==> src/rtl/taxi_apb_if.sv <==
// APB bus bundle shared by masters and slaves.
// The master drives address/control/write data; the slave returns pready, prdata and pslverr.
interface taxi_apb_if #(
  parameter int DATA_W = 32,
  parameter int ADDR_W = 32,
  parameter int STRB_W = DATA_W / 8
) ();
  logic [ADDR_W-1:0] paddr;
  logic [2:0]        pprot;
  logic              psel;
  logic              penable;
  logic              pwrite;
  logic [DATA_W-1:0] pwdata;
  logic [STRB_W-1:0] pstrb;
  logic              pready;
  logic [DATA_W-1:0] prdata;
  logic              pslverr;

  modport mst (
    output paddr, pprot, psel, penable, pwrite, pwdata, pstrb,
    input  pready, prdata, pslverr
  );

  modport slv (
    input  paddr, pprot, psel, penable, pwrite, pwdata, pstrb,
    output pready, prdata, pslverr
  );
endinterface

==> src/rtl/taxi_apb_cmd_master.sv <==
// Single-outstanding APB master: turns a valid/ready command stream into APB transfers
// and returns one response per command, with an optional ACCESS-phase timeout.
module taxi_apb_cmd_master #(
  parameter int DATA_W  = 32,
  parameter int ADDR_W  = 32,
  parameter int STRB_W  = DATA_W / 8,
  parameter int TIMEOUT = 255
) (
  input  logic              clk,
  input  logic              rst,

  input  logic [ADDR_W-1:0] cmd_addr,
  input  logic              cmd_write,
  input  logic [DATA_W-1:0] cmd_data,
  input  logic [STRB_W-1:0] cmd_strb,
  input  logic [2:0]        cmd_prot,
  input  logic              cmd_valid,
  output logic              cmd_ready,

  output logic [DATA_W-1:0] rsp_data,
  output logic              rsp_err,
  output logic              rsp_timeout,
  output logic              rsp_valid,
  input  logic              rsp_ready,

  output logic [1:0]        dbg_state,

  taxi_apb_if.mst           m_apb
);

  // Handshakes: a beat moves on a rising edge where valid and ready are both high;
  // valid never waits on ready, and the producer holds its payload stable while valid is high.

  if (!(DATA_W == 8 || DATA_W == 16 || DATA_W == 32 || DATA_W == 64)) begin : g_bad_data_w
    $error("taxi_apb_cmd_master: DATA_W must be 8, 16, 32 or 64");
  end
  if (STRB_W != DATA_W / 8) begin : g_bad_strb_w
    $error("taxi_apb_cmd_master: STRB_W must equal DATA_W/8");
  end

  typedef enum logic [1:0] {
    IDLE   = 2'd0,
    SETUP  = 2'd1,
    ACCESS = 2'd2,
    RESP   = 2'd3
  } state_t;

  localparam int              CNT_W   = (TIMEOUT < 2) ? 1 : $clog2(TIMEOUT + 1);
  localparam bit              TO_EN   = (TIMEOUT != 0);
  localparam logic [CNT_W-1:0] TO_LAST = CNT_W'((TIMEOUT > 0) ? (TIMEOUT - 1) : 0);

  state_t            state_q, state_d;
  logic              rdy_en_q, rdy_en_d;
  logic [ADDR_W-1:0] addr_q, addr_d;
  logic              write_q, write_d;
  logic [DATA_W-1:0] wdata_q, wdata_d;
  logic [STRB_W-1:0] strb_q, strb_d;
  logic [2:0]        prot_q, prot_d;
  logic [CNT_W-1:0]  cnt_q, cnt_d;
  logic [DATA_W-1:0] rsp_data_q, rsp_data_d;
  logic              rsp_err_q, rsp_err_d;
  logic              rsp_to_q, rsp_to_d;
  logic              timeout_hit;

  // rdy_en_q keeps cmd_ready low until the first edge after reset release.
  assign cmd_ready   = (state_q == IDLE) && rdy_en_q;
  assign rsp_valid   = (state_q == RESP);
  assign rsp_data    = rsp_data_q;
  assign rsp_err     = rsp_err_q;
  assign rsp_timeout = rsp_to_q;
  assign dbg_state   = state_q;

  assign m_apb.psel    = (state_q == SETUP) || (state_q == ACCESS);
  assign m_apb.penable = (state_q == ACCESS);
  assign m_apb.paddr   = addr_q;
  assign m_apb.pwrite  = write_q;
  assign m_apb.pwdata  = wdata_q;
  assign m_apb.pstrb   = strb_q;
  assign m_apb.pprot   = prot_q;

  // This cycle's failed wait is the one that brings the count up to TIMEOUT.
  assign timeout_hit = TO_EN && (cnt_q == TO_LAST);

  always_comb begin
    state_d    = state_q;
    rdy_en_d   = 1'b1;
    addr_d     = addr_q;
    write_d    = write_q;
    wdata_d    = wdata_q;
    strb_d     = strb_q;
    prot_d     = prot_q;
    cnt_d      = cnt_q;
    rsp_data_d = rsp_data_q;
    rsp_err_d  = rsp_err_q;
    rsp_to_d   = rsp_to_q;

    case (state_q)
      IDLE: begin
        if (cmd_valid && cmd_ready) begin
          addr_d  = cmd_addr;
          write_d = cmd_write;
          wdata_d = cmd_write ? cmd_data : '0;
          strb_d  = cmd_write ? cmd_strb : '0;
          prot_d  = cmd_prot;
          state_d = SETUP;
        end
      end
      SETUP: begin
        cnt_d   = '0;
        state_d = ACCESS;
      end
      ACCESS: begin
        // A ready slave wins over a timeout landing in the same cycle.
        if (m_apb.pready) begin
          rsp_data_d = write_q ? '0 : m_apb.prdata;
          rsp_err_d  = m_apb.pslverr;
          rsp_to_d   = 1'b0;
          state_d    = RESP;
        end else if (timeout_hit) begin
          rsp_data_d = '0;
          rsp_err_d  = 1'b1;
          rsp_to_d   = 1'b1;
          state_d    = RESP;
        end else if (TO_EN) begin
          cnt_d = cnt_q + CNT_W'(1);
        end
      end
      RESP: begin
        if (rsp_ready) begin
          state_d = IDLE;
        end
      end
      default: begin
        state_d = IDLE;
      end
    endcase
  end

  always_ff @(posedge clk or posedge rst) begin
    if (rst) begin
      state_q  <= IDLE;
      rdy_en_q <= 1'b0;
    end else begin
      state_q  <= state_d;
      rdy_en_q <= rdy_en_d;
    end
  end

  always_ff @(posedge clk or posedge rst) begin
    if (rst) begin
      addr_q     <= '0;
      write_q    <= 1'b0;
      wdata_q    <= '0;
      strb_q     <= '0;
      prot_q     <= '0;
      cnt_q      <= '0;
      rsp_data_q <= '0;
      rsp_err_q  <= 1'b0;
      rsp_to_q   <= 1'b0;
    end else begin
      addr_q     <= addr_d;
      write_q    <= write_d;
      wdata_q    <= wdata_d;
      strb_q     <= strb_d;
      prot_q     <= prot_d;
      cnt_q      <= cnt_d;
      rsp_data_q <= rsp_data_d;
      rsp_err_q  <= rsp_err_d;
      rsp_to_q   <= rsp_to_d;
    end
  end

endmodule

==> src/flat_wrapper.sv <==
// flat-port wrapper written by rule: the top's interface ports become plain ports
module taxi_apb_cmd_master_flat 
#(
  parameter int DATA_W  = 32,
  parameter int ADDR_W  = 32,
  parameter int STRB_W  = DATA_W / 8,
  parameter int TIMEOUT = 255
)
  (clk, rst, cmd_addr, cmd_write, cmd_data, cmd_strb, cmd_prot, cmd_valid, cmd_ready, rsp_data, rsp_err, rsp_timeout, rsp_valid, rsp_ready, dbg_state, m_apb_paddr, m_apb_pprot, m_apb_psel, m_apb_penable, m_apb_pwrite, m_apb_pwdata, m_apb_pstrb, m_apb_pready, m_apb_prdata, m_apb_pslverr);
  taxi_apb_if #(.DATA_W(DATA_W), .ADDR_W(ADDR_W), .STRB_W(STRB_W)) m_apb_i ();
  input  logic clk;
  input  logic rst;
  input  logic [ADDR_W-1:0] cmd_addr;
  input  logic cmd_write;
  input  logic [DATA_W-1:0] cmd_data;
  input  logic [STRB_W-1:0] cmd_strb;
  input  logic [2:0] cmd_prot;
  input  logic cmd_valid;
  output logic cmd_ready;
  output logic [DATA_W-1:0] rsp_data;
  output logic rsp_err;
  output logic rsp_timeout;
  output logic rsp_valid;
  input  logic rsp_ready;
  output logic [1:0] dbg_state;
  output wire logic [$bits(m_apb_i.paddr)-1:0] m_apb_paddr;
  output wire logic [$bits(m_apb_i.pprot)-1:0] m_apb_pprot;
  output wire logic [$bits(m_apb_i.psel)-1:0] m_apb_psel;
  output wire logic [$bits(m_apb_i.penable)-1:0] m_apb_penable;
  output wire logic [$bits(m_apb_i.pwrite)-1:0] m_apb_pwrite;
  output wire logic [$bits(m_apb_i.pwdata)-1:0] m_apb_pwdata;
  output wire logic [$bits(m_apb_i.pstrb)-1:0] m_apb_pstrb;
  input wire logic [$bits(m_apb_i.pready)-1:0] m_apb_pready;
  input wire logic [$bits(m_apb_i.prdata)-1:0] m_apb_prdata;
  input wire logic [$bits(m_apb_i.pslverr)-1:0] m_apb_pslverr;
  assign m_apb_paddr = m_apb_i.paddr;
  assign m_apb_pprot = m_apb_i.pprot;
  assign m_apb_psel = m_apb_i.psel;
  assign m_apb_penable = m_apb_i.penable;
  assign m_apb_pwrite = m_apb_i.pwrite;
  assign m_apb_pwdata = m_apb_i.pwdata;
  assign m_apb_pstrb = m_apb_i.pstrb;
  assign m_apb_i.pready = m_apb_pready;
  assign m_apb_i.prdata = m_apb_prdata;
  assign m_apb_i.pslverr = m_apb_pslverr;
  taxi_apb_cmd_master #(.DATA_W(DATA_W), .ADDR_W(ADDR_W), .STRB_W(STRB_W), .TIMEOUT(TIMEOUT)) u_core (.clk(clk), .rst(rst), .cmd_addr(cmd_addr), .cmd_write(cmd_write), .cmd_data(cmd_data), .cmd_strb(cmd_strb), .cmd_prot(cmd_prot), .cmd_valid(cmd_valid), .cmd_ready(cmd_ready), .rsp_data(rsp_data), .rsp_err(rsp_err), .rsp_timeout(rsp_timeout), .rsp_valid(rsp_valid), .rsp_ready(rsp_ready), .dbg_state(dbg_state), .m_apb(m_apb_i));
endmodule
==> config.mk <==
export PLATFORM = sky130hd
export DESIGN_NAME = taxi_apb_cmd_master_flat
export DESIGN_NICKNAME = d
export VERILOG_FILES = /design/src/rtl/taxi_apb_if.sv /design/src/rtl/taxi_apb_cmd_master.sv /design/src/flat_wrapper.sv
export SDC_FILE = /design/constraint.sdc
export NUM_CORES = 1
export LEC_CHECK = 0
export CAP_MARGIN = 15
export CORE_AREA = 5 5 111 113
export DETAILED_ROUTE_END_ITERATION = 8
export DIE_AREA = 0 0 116 118
export DONT_BUFFER_PORTS = 1
export PLACE_DENSITY = 0.67
export SLEW_MARGIN = 10
export SYNTH_ARGS = -nofsm -noshare
export SYNTH_HDL_FRONTEND = slang
export SYNTH_SLANG_ARGS = --single-unit
export TNS_END_PERCENT = 50
==> constraint.sdc <==
create_clock -name clk -period 5.2 [get_ports clk]
set_clock_uncertainty 0.1 [all_clocks]
set_input_delay 0.78 -clock clk [delete_from_list [all_inputs] [get_ports clk]]
set_output_delay 0.78 -clock clk [all_outputs]
set_load 0.02 [all_outputs]
# Yosys cells after proc, flatten, opt, wreduce, memory -nomap -nowiden
# Index checks and enable logic that the tools add are counted.
totals:
  inputBits: 110
  mem_count: 0
  word_cells: 47
  register_bits: 117
  romBits: 0
  mem_bits_rw: 0
  latch_bits: 0
classes:
  eq_ne: 9
  mul: 0
  n_shift: 0
  magnitude_cmp: 0
  n_reduce_logical: 10
  bitwise: 0
  n_mux: 16
  div_mod_pow: 0
  add_sub_neg: 1
op_table:
  columns: ["op", "n"]
  rows:
  - ["32-bit two-way mux", 4]
  - ["8-bit two-way mux", 2]
  - ["8-bit case mux with 2 select lines", 1]
  - ["8-bit by 1-bit adder with 8-bit output, second input constant", 1]
  - ["8-bit == test, second input constant", 1]
  - ["2-bit two-way mux", 4]
  - ["2-bit case mux with 4 select lines", 1]
  - ["2-bit inequality test, second input constant", 3]
  - ["3-bit AND reduction", 2]
  - ["2-bit == test, second input constant", 2]
  - ["4-bit two-way mux", 1]
  - ["2-bit AND reduction", 2]
  - ["2-bit nonzero test", 2]
  - ["1-bit two-way mux", 3]
  - ["3-bit by 1-bit inequality test with 1-bit output, second input constant", 1]
  - ["2-bit by 1-bit == test with 1-bit output, second input constant", 1]
  - ["1-bit logical AND", 2]
  - ["2-bit logical NOT", 1]
  - ["2-bit by 1-bit inequality test with 1-bit output, second input constant", 1]
  - ["1-bit logical OR", 1]

# Depth between registers and ports, before layout
# Gate-level depths: netlist of the first run.
logic_depth:
  depth_word: 5
  ltp_mapped: 8

# Least setup slack after synthesis of the first run
# Ideal clock, no wire load.
synth_timing:
  path_kind: "register to register"
  start: "reg u_core.state_q[0] (netlist: u_core.dbg_state[0])"
  end: "reg u_core.state_q[1] (netlist: u_core.dbg_state[1])"
  slack_ns: 2.994
  arrival_ns: 1.981
  n_path_buf: 1
  path_stages_with_launch: 8
  path_cell_list: "dfrtp_1 inv_1 ha_1 clkbuf_1 nand2b_1 o21ba_2 a221o_2 mux2_4"
synth_via:
  word_cells_on_any_way: 11
  cone_classes: "eq/ne: 6; mux: 1; reduce/logical: 4"
synth_lines:
  columns: ["item", "line_no", "text"]
  rows:
  - ["start: declaration", "taxi_apb_cmd_master.sv:52", "state_t state_q, state_d;"]
  - ["start signal: assignment", "taxi_apb_cmd_master.sv:144", "state_q <= state_d;"]
  - ["2-bit == test *", null, null]
  - ["named net m_apb_penable", "flat_wrapper.sv:29", "output wire logic [$bits(m_apb_i.penable)-1:0] m_apb_penable;"]
  - ["3-bit by 1-bit inequality test with 1-bit output (no source line)", null, null]
  - ["3-bit AND reduction (no source line)", null, null]
# The timed path passes the listed nets; every way through them passes the cells marked *.
# A chain may end at the register's enable or synchronous reset.

# Final worst setup path of the first run
layout_timing:
  start: "reg u_core.state_q[0] (netlist: u_core.dbg_state[0])"
  end: "reg u_core.addr_q[18] (netlist: u_core.m_apb.paddr[18])"
layout_via:
  elab_chain_len: 4
layout_rtl:
  columns: ["item", "line_no", "text"]
  rows:
  - ["2-bit logical NOT", "taxi_apb_cmd_master.sv:66", "assign cmd_ready = (state_q == IDLE) && rdy_en_q;"]
  - ["1-bit logical AND", "taxi_apb_cmd_master.sv:66", null]
  - ["named net cmd_ready", "flat_wrapper.sv:19", "output logic cmd_ready;"]
  - ["1-bit logical AND", "taxi_apb_cmd_master.sv:99", "if (cmd_valid && cmd_ready) begin"]
  - ["2-bit AND reduction (no source line)", null, null]
  - ["end signal: assignment", "taxi_apb_cmd_master.sv:161", "addr_q <= addr_d;"]
  - ["end: declaration", "taxi_apb_cmd_master.sv:54", "logic [ADDR_W-1:0] addr_q, addr_d;"]
# The timed path passes the listed nets, and every way through them passes these cells.

==> impl_metrics.env, run 1 <==
export IMPL_grt_max_degree=69
export IMPL_fillers=981
export IMPL_first_global_vias=3239
export IMPL_ioPinCount=222
export IMPL_p_leak_nw=2.93
export IMPL_timing_fmax_mhz=354
export IMPL_hold_viol=0
export IMPL_vdd_ir_drop_max_uv=377
export IMPL_slew_headroom_pct=32.2
export IMPL_dp_slack_ns=2.39
export IMPL_grt_overflow=0
export IMPL_post_cts_buffers=0
export IMPL_cap_violations=0
export IMPL_ctsHoldBuffers=0
export IMPL_worstPathArrival_ns=3.01
export IMPL_start_util_pct=43.9
export IMPL_power_per_cell_area_mw_per_mm2=689
export IMPL_postRouteAntennaNets=0
export IMPL_critPathRequiredTime_ns=5.39
export IMPL_maxSlewViolCount=0
export IMPL_final_nets=527
export IMPL_first_iter_violations=150
export IMPL_grt_total_usage_pct=16.7
export IMPL_root_buffer="clkbuf_16"
export IMPL_outcome="complete, no violations"
export IMPL_setup_slack_ns=2.38
export IMPL_clk_path_buf_depth=2
export IMPL_avgSynthCellArea_um2=11.8
export IMPL_cts_resized=0
export IMPL_grt_first_pass_wirelength_mm=17.7
export IMPL_numClockSinks=117
export IMPL_min_path_type="input pin to async pin"
export IMPL_firstDrtPassIters=4
export IMPL_die_area_mm2=0.0137
export IMPL_rsz0062_at_grt="false"
export IMPL_gp_congestion=0.798
export IMPL_syn_num_nets=534
export IMPL_cp_max_fo=68
export IMPL_tns_ns=0
export IMPL_core_mm2=0.0112
export IMPL_critical_path_class="flip-flop to flip-flop"
export IMPL_syn_area_mm2=0.00492
export IMPL_htreeDepth=4
export IMPL_n_antenna_cell=0
export IMPL_critPathCaptureType="flip-flop"
export IMPL_io_buffers=0
export IMPL_clock_latency_ns=0.40
export IMPL_synthDistinctLibCells=34
export IMPL_tritoncts="built"
export IMPL_startpoint_type="flip-flop"
export IMPL_row_count=39
export IMPL_grt_antenna_before_repair=0
export IMPL_ys_seq_area_share_pct=59.5
export IMPL_dieWidth_um=116
export IMPL_clk_pin_slew_ns=0.06
export IMPL_drive_gt1_share_pct=16.6
export IMPL_syn2layout_area_growth_pct=14.6
export IMPL_drc=0
export IMPL_dp_hpwl_mm=7.99
export IMPL_numCtsBuffers=17
export IMPL_ys_seq_elements=117
export IMPL_fp_dieH_um=118
export IMPL_period_share_pct=54.3
export IMPL_finalCriticalPeriod_ns=2.82
export IMPL_tightest_slew_ns=1.02
export IMPL_netlist_instances=417
export IMPL_drt_vias_per_instance=5.55
export IMPL_vias=3132
export IMPL_wirelength_mm=11.3
export IMPL_synth_warning_count=0
export IMPL_setup_violations=0
export IMPL_wl_per_cell_um=20.0
[worst max-delay path, cell delays in order (launching register included)]
cell and delay, ns:
dfrtp_1 0.51, inv_1 0.14, ha_1 0.25, and2_1 0.25
nand2_4 0.52, buf_4 0.49, mux2_2 0.39
[cell usage after synthesis]
master / instances / area [um^2]
nand4_2: 1 / 12.5
buf_2: 9 / 45.0
and2_1: 3 / 18.8
nor3_1: 4 / 20.0
a21oi_1: 1 / 5.00
inv_1: 7 / 26.3
mux2i_1: 3 / 30.0
a221o_2: 1 / 11.3
nand2_1: 76 / 285
nand3_1: 4 / 20.0
mux2_2: 26 / 293
o21ai_1: 1 / 5.00
a211o_1: 5 / 43.8
o21ba_2: 1 / 10.0
nand3_4: 1 / 17.5
o21ai_0: 38 / 190
o21bai_1: 1 / 7.51
buf_1: 1 / 3.75
nor3b_1: 2 / 15.0
mux2_4: 1 / 15.0
ha_1: 7 / 87.6
nor4bb_1: 1 / 10.0
mux2_1: 10 / 113
nand2b_1: 2 / 12.5
clkbuf_1: 20 / 75.1
conb_1: 1 / 3.75
and3_1: 2 / 12.5
a21o_1: 32 / 240
and4b_1: 32 / 320
nor2_1: 2 / 7.51
dfrtp_1: 117 / 2930
and3b_1: 1 / 8.76
and3_2: 3 / 22.5
nand4_1: 1 / 6.26
[power by group]
group / total (mW) / switching (mW) / internal (mW)
clock network: 1.22 / 0.392 / 0.832
logic: 0.663 / 0.330 / 0.333
registers: 2.00 / 0.739 / 1.26
[final cells by class]
cell class / instances / area [um^2] / area share, %
well taps: 143 / 179 / 3.17
clock buffers: 21 / 470 / 8.34
multi-input cells: 263 / 1860 / 32.9
repair buffers: 4 / 30.0 / 0.532
clock inverters: 9 / 151 / 2.68
inverters: 7 / 28.8 / 0.510
flip-flops and latches: 117 / 2930 / 51.9
[through the flow]
step / hold slack [ns] / utilization (%) / area (um^2) / std cells / total power, mW
final: 0.262 / 50.3 / 5640 / 564 / 3.89
after global routing: 0.312 / 50.3 / 5640 / 564 / 4.09
after CTS: 0.273 / 50.3 / 5640 / 564 / 3.93
after detailed placement: 0.445 / 44.7 / 5020 / 534 / 2.70
after global placement: 0.425 / 44.7 / 5020 / 534 / 2.65
after floorplan: 0.400 / - / 4920 / 417 / 2.48
[sequential cells by signal (all words and copies together) (netlist names)]
| signal | flops |
|---|---|
| u_core.m_apb.pprot | 3 |
| u_core.rdy_en_q | 1 |
| u_core.m_apb.pstrb | 4 |
| u_core.rsp_err | 1 |
| u_core.m_apb.paddr | 32 |
| u_core.rsp_timeout | 1 |
| u_core.cnt_q | 8 |
| u_core.m_apb.pwdata | 32 |
| u_core.rsp_data | 32 |
| u_core.dbg_state | 2 |
| u_core.m_apb.pwrite | 1 |
[layer usage]
metal,up-vias,GRT usage (%),routed length [um]
li1,1433,-,-
met1,1518,18.9,4180
met2,161,25.6,5350
met3,20,10.2,1560
met4,0,6.45,198
met5,-,0,0
[kinds of logic after synthesis]
group	share of synthesized area [%]
buffers and inverters	3.05
AO/OA/AOI/OAI	10.4
AND/OR/NAND/NOR	16.0
multiplexers	9.15
flip-flops	59.5
adder cells (fa/ha/maj)	1.78
other	0.0762
[worst paths after layout]
kind	from	cells after the start	slack (ns)	to
worst max-delay path	u_core.dbg_state[0]	6	2.38	u_core.m_apb.paddr[18]
worst min-delay path	rst	1	0.26	u_core.m_apb.paddr[28]
worst max register to register	u_core.dbg_state[0]	6	2.38	u_core.m_apb.paddr[18]
worst min register to register	u_core.cnt_q[0]	1	0.46	u_core.cnt_q[0]
max in group asynchronous	rst	2	3.52	u_core.m_apb.pwrite
min in group clk	m_apb_pready	1	0.38	u_core.rsp_timeout
[cell usage in the layout, fill, tap and decap left out, types with 2 or more instances in the layout]
cell type,synthesis,layout
clkinv_2,0,3
mux2_1,10,10
nand2_1,76,75
mux2i_1,3,3
and4b_1,32,32
a211o_1,5,5
nand3_1,4,4
mux2_2,26,26
o21ai_0,38,38
and3_2,3,3
and2_1,3,3
and3_1,2,2
nor3_1,4,4
bufinv_16,0,4
nand2b_1,2,2
nor2_1,2,2
nor3b_1,2,2
inv_1,7,6
clkbuf_8,0,3
dfrtp_1,117,117
buf_4,0,4
ha_1,7,7
clkbuf_16,0,17
a21o_1,32,32
Power figures use the tool's default switching activity.
==> run 2: changes to the inputs <==
==> constraint.sdc (replaced) <==
create_clock -name clk -period 2.8 [get_ports clk]
set_clock_uncertainty 0.1 [all_clocks]
set_input_delay 0.42 -clock clk [delete_from_list [all_inputs] [get_ports clk]]
set_output_delay 0.42 -clock clk [all_outputs]
set_load 0.02 [all_outputs]
==> run 2 against run 1 <==
Worst hold slack worse by 0.22 ns. Largest cell class unchanged. Flip-flop and latch count is the same. Register-to-register slack lost 2.0 ns. First-iteration DRC count grew 6.7%. Combinational power is 92% higher. Non-clock buffer count rose by 9. Power increased by 83%. Cell area up 1.0%. Via count up 2.3%. Routed wire length grew 0.12%. Fmax increased by 19%.
==> impl_metrics.env, run 2 (same netlist as run 1, synthesis figures left out) <==
export IMPL_pwr_share_comb_pct=17.9
export IMPL_finalCriticalPeriod_ns=2.37
export IMPL_row_count=39
export IMPL_r2r_start="u_core.dbg_state[1]"
export IMPL_total_power_mw=7.13
export IMPL_final_cell_mix="dfrtp_1, nand2_1, o21ai_0"
export IMPL_multi_input_area_mm2=0.00186
export IMPL_final_common_cell="dfrtp_1"
export IMPL_whs_ns=0.0406
export IMPL_numClockSinks=117
export IMPL_n_antenna_cell=0
export IMPL_drive_gt1_share_pct=17.6
export IMPL_start_util_pct=43.9
export IMPL_period_share_pct=84.8
export IMPL_slew_headroom_pct=29.7
export IMPL_fin_cells=574
export IMPL_first_iter_violations=160
export IMPL_hold_viol=0
export IMPL_io_buffers=0
export IMPL_fp_dieH_um=118
export IMPL_holdPathEnd="u_core.m_apb.paddr[15]"
export IMPL_wirelength_mm=11.3
export IMPL_worst_r2r_setup_slack_ns=0.43
export IMPL_min_path_type="input pin to flip-flop"
export IMPL_tightest_slew_ns=1.06
export IMPL_die_area_mm2=0.0137
export IMPL_clk_pin_slew_ns=0.05
export IMPL_rsz0062_at_grt="false"
export IMPL_ff2ff_path_depth=5
export IMPL_clock_latency_ns=0.40
export IMPL_core_mm2=0.0112
export IMPL_numCtsBuffers=17
export IMPL_reg2reg_to="u_core.m_apb.paddr[19]"
export IMPL_hold_start="cmd_addr[15]"
export IMPL_timing_fmax_mhz=421
export IMPL_firstDrtPassIters=4
export IMPL_grt_antenna_before_repair=0
export IMPL_drt_vias_per_instance=5.58
export IMPL_syn2layout_area_growth_pct=15.8
export IMPL_gp_congestion=0.748
export IMPL_ff_latch_area_mm2=0.00293
export IMPL_grt_first_pass_wirelength_mm=17.7
export IMPL_critical_path_class="flip-flop to flip-flop"
export IMPL_critPathCaptureType="flip-flop"
export IMPL_clk_path_buf_depth=2
export IMPL_maxSlewViolCount=0
export IMPL_p_clk_share_pct=30.1
export IMPL_dp_cells=541
export IMPL_first_global_vias=3297
export IMPL_startpoint_type="flip-flop"
export IMPL_tritoncts="built"
export IMPL_vias=3203
export IMPL_grt_total_usage_pct=16.7
export IMPL_wl_per_cell_um=19.7
export IMPL_critPathRequiredTime_ns=2.99
export IMPL_seqPwrFrac_pct=52.0
export IMPL_swShare_pct=37.9
export IMPL_grt_max_degree=82
export IMPL_dp_hpwl_mm=7.95
export IMPL_drc=0
export IMPL_setup_violations=0
export IMPL_power_per_cell_area_mw_per_mm2=1250
export IMPL_vdd_ir_drop_max_uv=581
export IMPL_cap_violations=0
export IMPL_ioPinCount=222
export IMPL_holdPathStages=1
export IMPL_tns_ns=0
export IMPL_grt_overflow=0
export IMPL_cp_max_fo=81
export IMPL_placed_area_mm2=0.00509
export IMPL_internal_power_mw=4.43
export IMPL_worstPathArrival_ns=2.57
export IMPL_root_buffer="clkbuf_16"
export IMPL_p_leak_nw=2.94
export IMPL_postRouteAntennaNets=0
export IMPL_outcome="complete, no violations"
export IMPL_dieWidth_um=116
export IMPL_htreeDepth=4
export IMPL_fillers=994
export IMPL_p_sw_mw=2.71
export IMPL_fin_area_mm2=0.00570
export IMPL_final_nets=536
## run 2: worst max path at each step
stage                   startpoint                 endpoint  slack, ns
2_1_floorplan  u_core.dbg_state[0]      u_core.dbg_state[1]       0.59
3_5_place_dp   u_core.dbg_state[1]   u_core.m_apb.paddr[24]       0.41
4_1_cts        u_core.dbg_state[1]   u_core.m_apb.paddr[24]       0.40
5_1_grt        u_core.dbg_state[1]  u_core.m_apb.pwdata[11]       0.26
3_3_place_gp   u_core.dbg_state[1]   u_core.m_apb.paddr[22]       0.48
6_report       u_core.dbg_state[1]   u_core.m_apb.paddr[19]       0.43
## run 2: cell type report
| cell class | instances | share of cell area [%] |
|---|---|---|
| well taps | 143 | 3.14 |
| flip-flops and latches | 117 | 51.4 |
| clock buffers | 22 | 8.14 |
| multi-input cells | 263 | 32.6 |
| inverters | 7 | 0.527 |
| clock inverters | 9 | 2.24 |
| repair buffers | 13 | 2.02 |
## run 2: what timing repair did
| action | CTS | global route |
|---|---|---|
| setup buffers | 0 | 0 |
| resized for setup | 0 | 0 |
| hold endpoints to repair | 40 | 0 |
| hold buffers | 2 | 0 |
## run 2: per-stage QoR
| step | util [%] | setup slack (ns) |
|---|---|---|
| 2_1_floorplan | - | 0.594 |
| 3_3_place_gp | 45.3 | 0.481 |
| 3_5_place_dp | 45.3 | 0.405 |
| 4_1_cts | 50.8 | 0.404 |
| 5_1_grt | 50.8 | 0.261 |
| 6_report | 50.8 | 0.425 |
## run 2: critical path, cell delays in order, from the launching register on
cell and delay [ns]:
dfrtp_1 0.55, inv_1 0.14, ha_1 0.22, and2_1 0.18, nand2_4 0.58, mux2_2 0.42
## run 2: power by group through the flow
stage	Clock, mW	Combinational (mW)	Sequential (mW)
after floorplan	0	1.10	3.50
after global routing	2.28	1.44	3.80
after CTS	2.21	1.30	3.73
final	2.15	1.27	3.71
after detailed placement	0	1.30	3.74
after global placement	0	1.22	3.72
## run 2: routing by layer
| metal | vias up | routed length, um | track usage, % |
|---|---|---|---|
| li1 | 1460 | - | - |
| met3 | 14 | 1420 | 9.00 |
| met2 | 162 | 5520 | 26.3 |
| met5 | - | 0 | 0 |
| met4 | 0 | 141 | 6.31 |
| met1 | 1567 | 4220 | 19.1 |
==> run 3: changes to the inputs <==
==> constraint.sdc (replaced) <==
create_clock -name clk -period 2.47 [get_ports clk]
set_clock_uncertainty 0.1 [all_clocks]
set_input_delay 0.3705 -clock clk [delete_from_list [all_inputs] [get_ports clk]]
set_output_delay 0.3705 -clock clk [all_outputs]
set_load 0.02 [all_outputs]
==> run 3 against run 2 <==
Routed wire length is 9.1% higher. Critical path depth grew 2. Clock power is 13% higher. Sequential share of layout area shrank 4.1 points. Combinational power grew 25%. Global-route usage increased by 1.5 points. Power rose by 15%. Setup slack lost 0.019 ns.
==> impl_metrics.env, run 3 (same netlist as run 1, synthesis figures left out) <==
export IMPL_drc=0
export IMPL_syn2layout_area_growth_pct=25.9
export IMPL_grt_max_degree=98
export IMPL_vias=3361
export IMPL_fp_dieH_um=118
export IMPL_clock_latency_ns=0.40
export IMPL_row_count=39
export IMPL_grt_antenna_before_repair=0
export IMPL_gp_congestion=0.744
export IMPL_hold_viol=0
export IMPL_holdPathStages=2
export IMPL_final_common_cell="dfrtp_1"
export IMPL_grt_first_pass_wirelength_mm=19.5
export IMPL_ff2ff_path_depth=7
export IMPL_worstPathArrival_ns=2.27
export IMPL_postRouteAntennaNets=0
export IMPL_htreeDepth=4
export IMPL_tns_ns=0
export IMPL_core_mm2=0.0112
export IMPL_numCtsBuffers=17
export IMPL_whs_ns=0.0146
export IMPL_hold_start="cmd_data[4]"
export IMPL_clk_pin_slew_ns=0.06
export IMPL_cap_violations=0
export IMPL_drive_gt1_share_pct=17.3
export IMPL_numClockSinks=117
export IMPL_power_per_cell_area_mw_per_mm2=1320
export IMPL_outcome="complete, no violations"
export IMPL_die_area_mm2=0.0137
export IMPL_utilization_pct=55.2
export IMPL_drt_vias_per_instance=5.39
export IMPL_min_path_type="input pin to flip-flop"
export IMPL_grt_overflow=0
export IMPL_startpoint="u_core.dbg_state[1]"
export IMPL_dieWidth_um=116
export IMPL_final_cell_mix="dfrtp_1, nand2_1, dlygate4sd3_1"
export IMPL_tightest_slew_ns=0.855
export IMPL_start_util_pct=43.9
export IMPL_period_share_pct=83.6
export IMPL_setup_violations=0
export IMPL_dp_hpwl_mm=8.09
export IMPL_slew_headroom_pct=43.0
export IMPL_clk_path_buf_depth=2
export IMPL_p_leak_nw=3.15
export IMPL_first_global_vias=3644
export IMPL_wirelength_mm=12.3
export IMPL_critical_path_class="flip-flop to flip-flop"
export IMPL_holdPathEnd="u_core.m_apb.pwdata[4]"
export IMPL_timing_fmax_mhz=484
export IMPL_n_antenna_cell=0
export IMPL_wl_per_cell_um=19.8
export IMPL_grt_total_usage_pct=18.2
export IMPL_root_buffer="clkbuf_16"
export IMPL_tritoncts="built"
export IMPL_finalCriticalPeriod_ns=2.06
export IMPL_cp_max_fo=52
export IMPL_r2r_start="u_core.dbg_state[1]"
export IMPL_critPathCaptureType="flip-flop"
export IMPL_final_nets=584
export IMPL_io_buffers=0
export IMPL_ioPinCount=222
export IMPL_maxSlewViolCount=0
export IMPL_firstDrtPassIters=4
export IMPL_first_iter_violations=194
export IMPL_vdd_ir_drop_max_uv=757
export IMPL_reg2reg_to="u_core.m_apb.pwdata[11]"
export IMPL_worst_r2r_setup_slack_ns=0.41
export IMPL_startpoint_type="flip-flop"
export IMPL_critPathRequiredTime_ns=2.67
export IMPL_rsz0062_at_grt="false"
[run 3: changes by cell type in the layout (fill, tap and decap cells not counted)]
cell / before / now
dlygate4sd3_1: 2 / 47
clkbuf_8: 2 / 0
clkinvlp_4: 4 / 2
inv_6: 0 / 7
bufinv_16: 3 / 2
clkinv_2: 3 / 2
clkinv_4: 0 / 3
buf_4: 10 / 11
clkbuf_1: 3 / 0
buf_12: 1 / 3
[run 3: worst max-delay path by stage]
stage | end | cells past startpoint
final | u_core.m_apb.pwdata[11] | 7
after global routing | m_apb_pwrite | 1
after CTS | m_apb_pwrite | 1
after detailed placement | u_core.m_apb.pwdata[20] | 8
after global placement | u_core.m_apb.paddr[23] | 6
after floorplan | u_core.dbg_state[1] | 7
[run 3: cell type report]
cell class,instances,area (um^2)
Fill cell,941,5030
Sequential cell,117,2930
Multi-Input combinational cell,263,1860
Timing Repair Buffer,61,613
Clock buffer,17,425
Tap cell,143,179
Clock inverter,15,165
Inverter,7,30.0
[run 3: report_power, final]
part           switching (mW)  internal, mW
logic                   0.773         0.817
registers                1.51          2.66
clock network           0.928          1.51
total                    3.22          4.98
[run 3: per-layer routing]
layer	vias up	GRT usage, %	share of wire (%)	wire length [um]
met1	1637	19.7	35	4360
met5	-	0	0	0
li1	1551	-	-	-
met3	10	8.28	12	1510
met4	0	6.24	1.1	139
met2	163	31.1	51	6330
[run 3: repair_timing]
item / CTS / global route
endpoints found under the hold margin: 60 / 0
setup buffers: 0 / 0
resized for setup: 0 / 0
hold buffers: 47 / 0
[run 3: stage by stage]
stage / setup slack [ns] / total power, mW / area (um^2) / std cells
2_1_floorplan: 0.264 / 5.21 / 4930 / 417
3_3_place_gp: 0.514 / 5.65 / 5130 / 544
3_5_place_dp: 0.448 / 5.76 / 5130 / 544
4_1_cts: 0.358 / 8.30 / 6200 / 623
5_1_grt: 0.260 / 8.66 / 6200 / 623
6_report: 0.406 / 8.20 / 6200 / 623
[run 3: worst max-delay path, cell delays in order (launching register included)]
cell and delay [ns]:
dfrtp_1 0.43, inv_1 0.12, ha_1 0.17, and2_1 0.31, nand2_4 0.19, buf_12 0.22
buf_4 0.18, o21ai_0 0.21
